## config.mk

```make
export PLATFORM = sky130hd
export DESIGN_NAME = stat_display
export DESIGN_NICKNAME = d
export VERILOG_FILES = /design/src/rtl/stat_display_pkg.sv /design/src/rtl/stat_display_hex7seg.sv /design/src/rtl/stat_display.sv
export SDC_FILE = /design/constraint.sdc
export NUM_CORES = 1
export LEC_CHECK = 0
export CAP_MARGIN = 5
export CORE_MARGIN = 2
export CORE_UTILIZATION = 46
export DETAILED_ROUTE_END_ITERATION = 8
export PLACE_DENSITY = 0.88
export SLEW_MARGIN = 20
export SYNTH_ARGS = -nofsm -noshare
export SYNTH_HDL_FRONTEND = slang
export SYNTH_SLANG_ARGS = --single-unit
```

## constraint.sdc

```tcl
create_clock -name clk -period 2.5 [get_ports clk]
set_input_delay 0.5 -clock clk [delete_from_list [all_inputs] [get_ports clk]]
set_output_delay 0.5 -clock clk [all_outputs]
set_load 0.01 [all_outputs]
```

## src/rtl/stat_display_pkg.sv

```systemverilog
// stat_display_pkg: segment patterns and selection indices shared by the stat display
package stat_display_pkg;
  localparam logic [6:0] HEX_0 = 7'h40;
  localparam logic [6:0] HEX_1 = 7'h79;
  localparam logic [6:0] HEX_2 = 7'h24;
  localparam logic [6:0] HEX_3 = 7'h30;
  localparam logic [6:0] HEX_4 = 7'h19;
  localparam logic [6:0] HEX_5 = 7'h12;
  localparam logic [6:0] HEX_6 = 7'h02;
  localparam logic [6:0] HEX_7 = 7'h78;
  localparam logic [6:0] HEX_8 = 7'h00;
  localparam logic [6:0] HEX_9 = 7'h10;
  localparam logic [6:0] HEX_A = 7'h08;
  localparam logic [6:0] HEX_B = 7'h03;
  localparam logic [6:0] HEX_C = 7'h46;
  localparam logic [6:0] HEX_D = 7'h21;
  localparam logic [6:0] HEX_E = 7'h06;
  localparam logic [6:0] HEX_F = 7'h0E;
  localparam logic [15:0][6:0] HEX_SEG = {HEX_F, HEX_E, HEX_D, HEX_C, HEX_B, HEX_A, HEX_9, HEX_8,
                                          HEX_7, HEX_6, HEX_5, HEX_4, HEX_3, HEX_2, HEX_1, HEX_0};
  localparam logic [7:0] SEG_BLANK = 8'hFF;
  localparam logic [1:0] SEL_TOTAL = 2'd0;
  localparam logic [1:0] SEL_COND = 2'd1;
  localparam logic [1:0] SEL_UNCOND = 2'd2;
  localparam logic [1:0] SEL_SUCC = 2'd3;
endpackage

```

## src/rtl/stat_display_hex7seg.sv

```systemverilog
// hex7seg: nibble to active-low seven-segment pattern
module hex7seg
  import stat_display_pkg::*;
(
  input  logic [3:0] nib,
  output logic [6:0] pat
);
  assign pat = HEX_SEG[nib];
endmodule

```

## src/rtl/stat_display.sv

```systemverilog
// stat_display: snapshots run counters and scans the selected one onto an 8-digit display
module stat_display
  import stat_display_pkg::*;
#(
  parameter int SCAN_DIV = 50000
) (
  input  logic        clk,
  input  logic        rst,
  input  logic [31:0] total,
  input  logic [31:0] conditional,
  input  logic [31:0] unconditional,
  input  logic [31:0] conditional_success,
  input  logic        sel_btn,
  input  logic        freeze,
  output logic [7:0]  seg,
  output logic [7:0]  an,
  output logic [1:0]  sel_idx
);
  logic        btn_q;
  logic [31:0] snap [4];
  logic [15:0] scan_cnt;
  logic [2:0]  dig;
  logic [31:0] value;
  logic [3:0]  nib;
  logic [6:0]  pat;
  logic        wrap;
  // selected snapshot and the nibble for the digit currently being scanned
  always_comb begin
    value = snap[sel_idx];
    nib = value[4*dig +: 4];
    wrap = scan_cnt == 16'(SCAN_DIV - 1);
  end
  hex7seg u_hex (.nib(nib), .pat(pat));
  // button edge detection and selection step
  always_ff @(posedge clk) begin
    btn_q <= rst ? 1'b0 : sel_btn;
    sel_idx <= rst ? SEL_TOTAL : (sel_btn && !btn_q) ? sel_idx + 2'd1 : sel_idx;
  end
  // counter snapshots track the live inputs unless frozen
  always_ff @(posedge clk) begin
    if (rst) snap <= '{default: '0};
    else if (!freeze) snap <= '{total, conditional, unconditional, conditional_success};
  end
  // digit scan timing
  always_ff @(posedge clk) begin
    scan_cnt <= rst ? '0 : wrap ? '0 : scan_cnt + 16'd1;
    dig <= rst ? '0 : wrap ? dig + 3'd1 : dig;
  end
  // registered display drive; decimal point marks the digit matching the selection
  always_ff @(posedge clk) begin
    seg <= rst ? SEG_BLANK : {{1'b0, sel_idx} != dig, pat};
    an <= rst ? 8'hFF : ~(8'b1 << dig);
  end
endmodule

```

# == After elaboration in Yosys (flattened, before gate mapping) ==
# Memories as Yosys holds them, arrays and structs flattened. A register that Yosys moved wholly into a read port is not among the register bits.
# Cells that the tools add are included.
# op_classes
addsub,3
magnitude_cmp,2
eq_ne,2
n_shift,2
muxes,4
bitwise_logic,2
n_reduce_logical,3
# ops
cell,n
binary-select mux 32 bit (select 2 bit),1
2-to-1 mux 32 bit,2
indexed part select 32 x 6 -> 4 bit,1
adder 16 x 1 -> 16 bit (second input constant),1
== test 16 bit (second input constant),1
inverter 8 bit,1
<< shifter 1 x 3 -> 8 bit (first input constant),1
2-to-1 mux 7 bit,1
< comparator 4 x 5 -> 1 bit (second input constant),1
adder 3 x 1 -> 3 bit (second input constant),1
greater-or-equal comparator 3 bit (second input constant),1
!= test 2 x 3 -> 1 bit,1
inverter 2 -> 3 bit,1
adder 2 x 1 -> 2 bit (second input constant),1
OR reduction 2 bit,1
logical AND 1 bit,1
logical NOT 1 bit,1
# word_totals
ff_bits,166
mem_bits_ro,112
in_bits,132
word_cells,29
memories,1
# memory_table
memory,words,width,read_ports,rd_clocked_by_memory_dff,wr,line,source
(no name shown),16,7,1,1,0,stat_display_hex7seg.sv:8,assign pat = HEX_SEG[nib];

# == Depth between registers and ports, before layout ==
# Gate-level depths: netlist (run 1).
# logic_depth
depth_word,7
mapped_depth,12
ltp_nobuf,10

# == Hierarchy ==
# Synthesis (run 1) repeated with hierarchy kept, for this count alone.
# hier_totals
cells_unflattened,650
hier_area_um2,7201.9
# by_module_without_submodules
mod,instances,cells_per_inst,area_each_um2,seq_area_each_um2
stat_display,1,618,6926.6,3323.2
hex7seg,1,32,275.3,0.0

# == Worst setup path after synthesis (run 1) ==
# OpenSTA, ideal clock, no wires.
# synth_path
kind,reg-to-reg
startpoint,register sel_idx[0]
endpoint,register seg[0]
setup_time_ps,116
t_arrival_ps,2602
required_ps,2384
slack_ps,-218
stages_incl_launch_ff,10
path_buffers,3
synth_period_minus_slack_ps,2718
cell_sequence,dfxtp_1 > buf_6 > buf_6 > buf_4 > mux4_2 > o22ai_1 > or4_4 > ha_1 > or4_1 > and3b_1
# synth_between
elab_chain_len,5
# synth_rtl
element,line,source
start: declaration,stat_display.sv:17,output logic [1:0] sel_idx
start signal: assignment,stat_display.sv:37,sel_idx <= rst ? SEL_TOTAL : (sel_btn && !btn_q) ? sel_idx + 2'd1 : sel_idx;
inverter 2 -> 3 bit (not written as such),stat_display.sv:29,value = snap[sel_idx];
binary-select mux 32 bit (select 2 bit),stat_display.sv:29,
2-to-1 mux 32 bit (not written as such) (2 in series),stat_display.sv:29,
indexed part select 32 x 6 -> 4 bit,stat_display.sv:30,nib = value[4*dig +: 4];
end: declaration,stat_display.sv:15,"output logic [7:0] seg,"
# No other way between the ends. The select of a mux whose other input is x is not followed.
# A chain may end at the register's enable or synchronous reset.

# == Worst setup path after layout (run 1) ==
# layout_path
startpoint,register dig[0]
endpoint,register seg[0]
# layout_between
elab_chain_len,1
# layout_rtl
element,line,source
start: declaration,stat_display.sv:22,logic [2:0] dig;
start signal: assignment,stat_display.sv:47,dig <= rst ? '0 : wrap ? dig + 3'd1 : dig;
indexed part select 32 x 6 -> 4 bit,stat_display.sv:30,
# No other way between the ends.

==> results of run 1 <==
## metrics by stage
step                setup TNS, ns  cell area (um^2)
floorplan                  -0.122              7220
global placement                0              9000
detailed placement         -0.145              9000
CTS                       -0.0161              9720
global route               -0.233              9800
finish                    -0.0404              9800
## layout make-up
type | count | area (um^2)
Clock buffer | 21 | 470
Clock inverter | 11 | 115
Fill cell | 1120 | 5460
Inverter | 10 | 40.0
Multi-Input combinational cell | 476 | 3690
Sequential cell | 166 | 3330
Tap cell | 211 | 264
Timing Repair Buffer | 183 | 1890
## worst max-delay path by stage
stage                        startpoint           endpoint  slack (ns)  cells after the start
floorplan           dig[0]$_SDFFE_PP0N_  seg[0]$_SDFF_PP1_       -0.12                      9
global placement    dig[0]$_SDFFE_PP0N_  seg[0]$_SDFF_PP1_        0.03                      8
detailed placement  dig[0]$_SDFFE_PP0N_  seg[0]$_SDFF_PP1_       -0.10                     10
CTS                 dig[0]$_SDFFE_PP0N_  seg[2]$_SDFF_PP1_      -0.009                      9
global route        dig[0]$_SDFFE_PP0N_  seg[0]$_SDFF_PP1_       -0.10                      8
finish              dig[0]$_SDFFE_PP0N_  seg[0]$_SDFF_PP1_       -0.04                      8
## worst register-to-register path, stage by stage (launching register included)
cell      delay, ns
dfxtp_4        0.46
buf_16         0.16
buf_4          0.13
mux4_2         0.54
nand2b_1       0.11
a311oi_2       0.12
or2_1          0.27
or4_4          0.47
and3b_1        0.18
## routing by layer
layer	track usage	share of wire	vias to the layer above
met5	0	0	-
met4	0.0965	0.027	0
met3	0.0409	0.061	30
met2	0.384	0.48	216
met1	0.294	0.43	2748
li1	-	-	2745
## layout by cell type, fill, tap and decap left out, types with 3 or more instances in the layout
| master | instances |
|---|---|
| a22oi_1 | 12 |
| or3_1 | 3 |
| or4_4 | 3 |
| and3_1 | 3 |
| buf_4 | 24 |
| xor2_1 | 9 |
| clkdlybuf4s50_1 | 147 |
| clkbuf_8 | 3 |
| dfxtp_1 | 163 |
| nand2b_1 | 4 |
| o22ai_1 | 3 |
| nor2b_1 | 4 |
| ha_1 | 10 |
| nand4_1 | 4 |
| buf_12 | 7 |
| nand2_1 | 23 |
| mux4_2 | 19 |
| o22ai_2 | 5 |
| o21ai_0 | 6 |
| clkbuf_16 | 18 |
| nand3_1 | 12 |
| a21oi_1 | 4 |
| clkinv_4 | 5 |
| inv_1 | 8 |
| nor2_1 | 155 |
| xnor2_1 | 9 |
| a31oi_1 | 3 |
| mux2i_1 | 153 |
## cells by family after synthesis
group / after synthesis / synth area share
mux: 175 / 0.279
flops: 166 / 0.462
simple gates: 227 / 0.135
buf+inv: 55 / 0.0400
fa+ha+maj: 13 / 0.0226
xor+xnor: 18 / 0.0219
compound gates: 43 / 0.0401
## timing repair
action / in CTS / in global routing
setup buffers: 4 / 1
pin swaps: 6 / 8
gates cloned: 2 / 1
endpoints found under the setup margin: 3 / 7
gates resized for setup: 12 / 14
## power groups by stage
stage                     registers, mW  logic (mW)  clock network, mW
after detailed placement           2.95       0.914                  0
after global routing               2.91        1.03               2.70
after floorplan                    2.92       0.505                  0
after global placement             2.95       0.891                  0
final                              2.90       0.958               2.56
after CTS                          2.90       0.936               2.59
## sequential cells by signal, summed over array words and instances, names as in the netlist
register  cells
seg           8
sel_idx       2
an            8
snap        128
scan_cnt     16
btn_q         1
dig           3
==> impl_metrics.csv, run 1 <==
group,metric,value,unit
worst_setup_path,rr_endpoint,"seg[0]$_SDFF_PP1_",
detailed_routing,drt_iter0_drc,445,
pwr,switchingPower,1.61,mW
timing,whs,0.354,ns
worst_setup_path,path_max_fanout,6,
floorplan,die_h,129,um
yosys,yosysWarnings,0,
yosys,netlist_top_cells_area,"dfxtp_1, mux2i_1, nor2_1",
floorplan,die_area,16700,um^2
global_route,grt_pass1_vias,5592,
worst_setup_path,cp.required,2.82,ns
timing,rsz0062_at_grt,"true",
timing,slew_viol_final,0,
clock_network,cts-root-buf,"clkbuf_16",
clock_network,cts-buffers-inserted,17,
global_route,grt_pass1_wl,29300,um
yosys,synth-edff-count,0,
detailed_routing,num_vias,5739,
global_route,antenna_found_initial,0,
clock_network,clock-sinks,166,
timing,fin_ws,-0.0404,ns
final_layout,fin_nets,999,
pwr,p_sw_frac,0.251,
timing,fmax,0.394,GHz
worst_setup_path,r2r_slack,-0.04,ns
job,maxCapViolCount,0,
final_layout,n_antenna_cell,0,
global_route,grt-ovfl-total,0,
yosys,netlist_instances,697,
yosys,synth-seq-cells,166,
timing,min_period,2.54,ns
place,io_buffers,149,
yosys,ys_seq_area_frac,0.462,
pwr,clock_power_share,0.399,
floorplan,die-width,129,um
clock_network,cts_max_path_buffers,2,
worst_setup_path,worst-path-buf-inv,2,
timing,slew_headroom,0.621,
yosys,synth_flop_cell,"dfxtp_1",
yosys,synth_common_cells,"dfxtp_1, nor2_1, mux2i_1, nand2_1, mux4_2",
floorplan,core_area,15300,um^2
clock_network,cts_hold_buffers,0,
detailed_routing,route.detailed.drc,0,
worst_setup_path,path_cells,"buf_16, buf_4, mux4_2, nand2b_1, a311oi_2, or2_1, or4_4, and3b_1",
yosys,yosys.area.top_type_share,0.462,
pwr,total_power,6.42,mW
detailed_routing,avgRoutedWirePerCell,17.4,um
timing,setup_viol,1,
floorplan,num_io_pins,150,
final_layout,drive_gt1_frac,0.131,
pwr,p_int,4.81,mW
clock_network,cts_tree,"done",
outcome,violations,"negative setup slack",
detailed_routing,viasPerCell,5.32,
worst_setup_path,end_kind,"flip-flop",
global_route,grt_max_degree,83,
yosys,synth_async_sr_flop_share,0,
clock_network,htreeDepth,4,
place,placed_cells,1038,
detailed_routing,drtAntennaViolNets,0,
hold_path,hp-start,"rst",
final_layout,stdcell_count,1078,
worst_setup_path,worstPathArrival,2.86,ns
worst_setup_path,worstRegToRegCells,8,
detailed_routing,drt-pass1-iter-count,5,
hold_path,holdPathEnd,"snap[94]$_SDFFE_PP0N_",
yosys,synth_nets,842,
timing,post-route-period-util,1.02,
yosys,syn_avg_cell_area,10.3,um^2
outcome,status,"complete, but fails checks",
place,place_ws,-0.103,ns
worst_setup_path,cp_top_family,"simple AND/OR/NAND/NOR gates",
global_route,grt.total_usage,0.230,
timing,tightest_slew,0.569,ns
final_layout,final_util,0.642,
hold_path,hp-class,"input port to flip-flop",
floorplan,start_util,0.472,
hold_path,holdPathStages,2,
detailed_routing,wirelength,18800,um
yosys,synth_cell_type_count,48,
worst_setup_path,rr_startpoint,"dig[0]$_SDFFE_PP0N_",
worst_setup_path,start_kind,"flip-flop",
pwr,powerDensity,655,nW/um^2
clock_network,clkTransAtPathRegs,0.06,ns
worst_setup_path,crit_type,"flip-flop to flip-flop",
worst_setup_path,critPathSlowestCell,"mux4_2",
yosys,synth_top_cell_by_area,"dfxtp_1",
place,place.gp.congestion,0.882,
final_layout,syn_to_final_growth,36.1,%
place,dpl.hpwl,13400,um
yosys,yosysMostFrequentCell,"dfxtp_1",
pwr,combPwrFrac,0.149,
pwr,seq_power_share,0.451,
pwr,ir_drop,0.000506,V
clock_network,clk_latency,0.43,ns
worst_setup_path,cpPeakStageDelay,0.54,ns
floorplan,std_cell_rows,45,
timing,skew,0.00733,ns
yosys,synth_area,7200,um^2
timing,hold_viol_final,0,
pwr,leakage,4.12,nW
No activity file was read; power rests on OpenSTA's default activity.
==> run 2: changes to the inputs <==
--- a/config.mk
+++ b/config.mk
@@ -10,6 +10,7 @@
 export CORE_UTILIZATION = 46
 export DETAILED_ROUTE_END_ITERATION = 8
 export PLACE_DENSITY = 0.88
+export REMOVE_ABC_BUFFERS = 1
 export SLEW_MARGIN = 20
 export SYNTH_ARGS = -nofsm -noshare
 export SYNTH_HDL_FRONTEND = slang
==> run 2 against run 1 <==
Effect of this change: the flow now finishes without violations; sequential cell count stayed put; first-iteration DRC count is 16% lower; sequential power hardly changed; clock skew hardly changed; core utilization is 0.50 points lower; non-clock buffer count is 4 lower; via count is 3.2% lower; clock-buffer cell count is 1 lower; die area stayed put; highest routed layer unchanged.
==> impl_metrics.csv, run 2 (synthesis gave the netlist of run 1 again) <==
group,metric,value,unit
timing,post-route-period-util,0.999,
final_layout,top_regs,"snap (128), scan_cnt (16)",
worst_setup_path,end_kind,"flip-flop",
clock_network,clkTransAtPathRegs,0.06,ns
worst_setup_path,worstPathArrival,2.82,ns
final_layout,drive_gt1_frac,0.117,
timing,hold_viol_final,0,
detailed_routing,drt_iter0_drc,372,
global_route,antenna_found_initial,0,
timing,setup_viol,0,
final_layout,final_cell_mix,"dfxtp_1, nor2_1, mux2i_1, clkdlybuf4s50_1, nand2_1",
clock_network,cts-root-buf,"clkbuf_16",
detailed_routing,num_vias,5553,
pwr,ir_drop,0.000492,V
clock_network,cts_max_path_buffers,2,
detailed_routing,avgRoutedWirePerCell,16.7,um
floorplan,std_cell_rows,45,
timing,slew_viol_final,0,
global_route,grt_pass1_vias,5501,
pwr,powerDensity,664,nW/um^2
timing,fin_setup_tns,0,ns
floorplan,die_area,16700,um^2
detailed_routing,drtAntennaViolNets,0,
floorplan,num_io_pins,150,
outcome,status,"finished, final reports clean",
final_layout,final_util,0.637,
worst_setup_path,start_kind,"flip-flop",
floorplan,die-width,129,um
clock_network,cts_tree,"done",
pwr,leakage,4.08,nW
floorplan,start_util,0.472,
worst_setup_path,crit_type,"flip-flop to flip-flop",
timing,fmax,0.400,GHz
final_layout,final_common_cell,"dfxtp_1",
detailed_routing,viasPerCell,5.18,
floorplan,die_h,129,um
global_route,grt_pass1_wl,27600,um
timing,rsz0062_at_grt,"true",
place,dpl.hpwl,12800,um
global_route,grt-ovfl-total,0,
global_route,grt.total_usage,0.215,
global_route,grt_max_degree,60,
final_layout,largest-register,"snap",
timing,skew,0.00745,ns
detailed_routing,wirelength,17900,um
final_layout,syn_to_final_growth,35.1,%
place,io_buffers,149,
timing,min_period,2.50,ns
clock_network,cts-buffers-inserted,17,
worst_setup_path,path_max_fanout,9,
final_layout,n_antenna_cell,0,
final_layout,fin_nets,995,
floorplan,core_area,15300,um^2
final_layout,nFillCells,1173,
clock_network,clock-sinks,166,
place,place.gp.congestion,0.821,
detailed_routing,drt-pass1-iter-count,7,
clock_network,clk_latency,0.43,ns
detailed_routing,route.detailed.drc,0,
final_layout,largest_register_ffs,128,
clock_network,htreeDepth,4,
job,maxCapViolCount,0,
worst_setup_path,cp.required,2.82,ns
timing,slew_headroom,0.611,
hold_path,hp-class,"flip-flop to flip-flop",
timing,tightest_slew,0.584,ns
final_layout,multiInputGateArea,3670,um^2
final_layout,seqCellArea,3330,um^2
[run 2: final timing paths]
path	cells after the start	slack, ns	startpoint	end
worst max register to register	7	0.003	dig[0]$_SDFFE_PP0N_	seg[0]$_SDFF_PP1_
worst min register to register	1	0.47	scan_cnt[0]$_SDFF_PP0_	scan_cnt[0]$_SDFF_PP0_
worst max-delay path	7	0.003	dig[0]$_SDFFE_PP0N_	seg[0]$_SDFF_PP1_
worst min-delay path	1	0.47	scan_cnt[0]$_SDFF_PP0_	scan_cnt[0]$_SDFF_PP0_
[run 2: cell type report]
class / count / share of cell area
Multi-Input combinational cell: 476 / 0.377
Sequential cell: 166 / 0.343
Timing Repair Buffer: 179 / 0.189
Clock buffer: 20 / 0.0470
Tap cell: 211 / 0.0271
Clock inverter: 9 / 0.0132
Inverter: 10 / 0.00386
[run 2: metrics by stage]
step / hold WS [ns] / setup WS, ns / std cells / total power, mW / instance area, um^2
finish: 0.471 / 0.00308 / 1071 / 6.46 / 9730
global route: 0.511 / -0.0588 / 1071 / 6.66 / 9730
CTS: 0.474 / -0.00206 / 1069 / 6.45 / 9600
detailed placement: 0.461 / -0.0172 / 1040 / 3.85 / 8990
global placement: 0.439 / 0.0343 / 1040 / 3.82 / 8990
floorplan: 0.430 / -1.20 / 652 / 3.33 / 6950
[run 2: worst max-delay path, stage by stage, from the launching register on]
cell and delay (ns):
dfxtp_4 0.37, buf_8 0.14, mux4_2 0.35, o22ai_2 0.07, or4_4 0.57, ha_4 0.18
or4_4 0.51, and3b_1 0.18
[run 2: where the power goes]
group / internal [mW] / leakage (nW) / total, mW / switching (mW)
registers: 2.80 / 1.37 / 2.90 / 0.0976
clock network: 1.60 / 0.284 / 2.63 / 1.03
logic: 0.532 / 2.43 / 0.931 / 0.398
[run 2: per-layer routing]
| layer | vias to the layer above | wire, um | global-route usage |
|---|---|---|---|
| met5 | - | 0 | 0 |
| met4 | 0 | 282 | 0.0671 |
| met3 | 26 | 1080 | 0.0566 |
| met2 | 183 | 8970 | 0.372 |
| met1 | 2619 | 7610 | 0.263 |
| li1 | 2725 | - | - |
[run 2: timing repair]
action	in CTS	in global routing
cloned	0	2
pin swaps	0	7
endpoints found under the setup margin	2	5
gates resized for setup	4	17
setup buffers	0	0
hold buffers	0	0
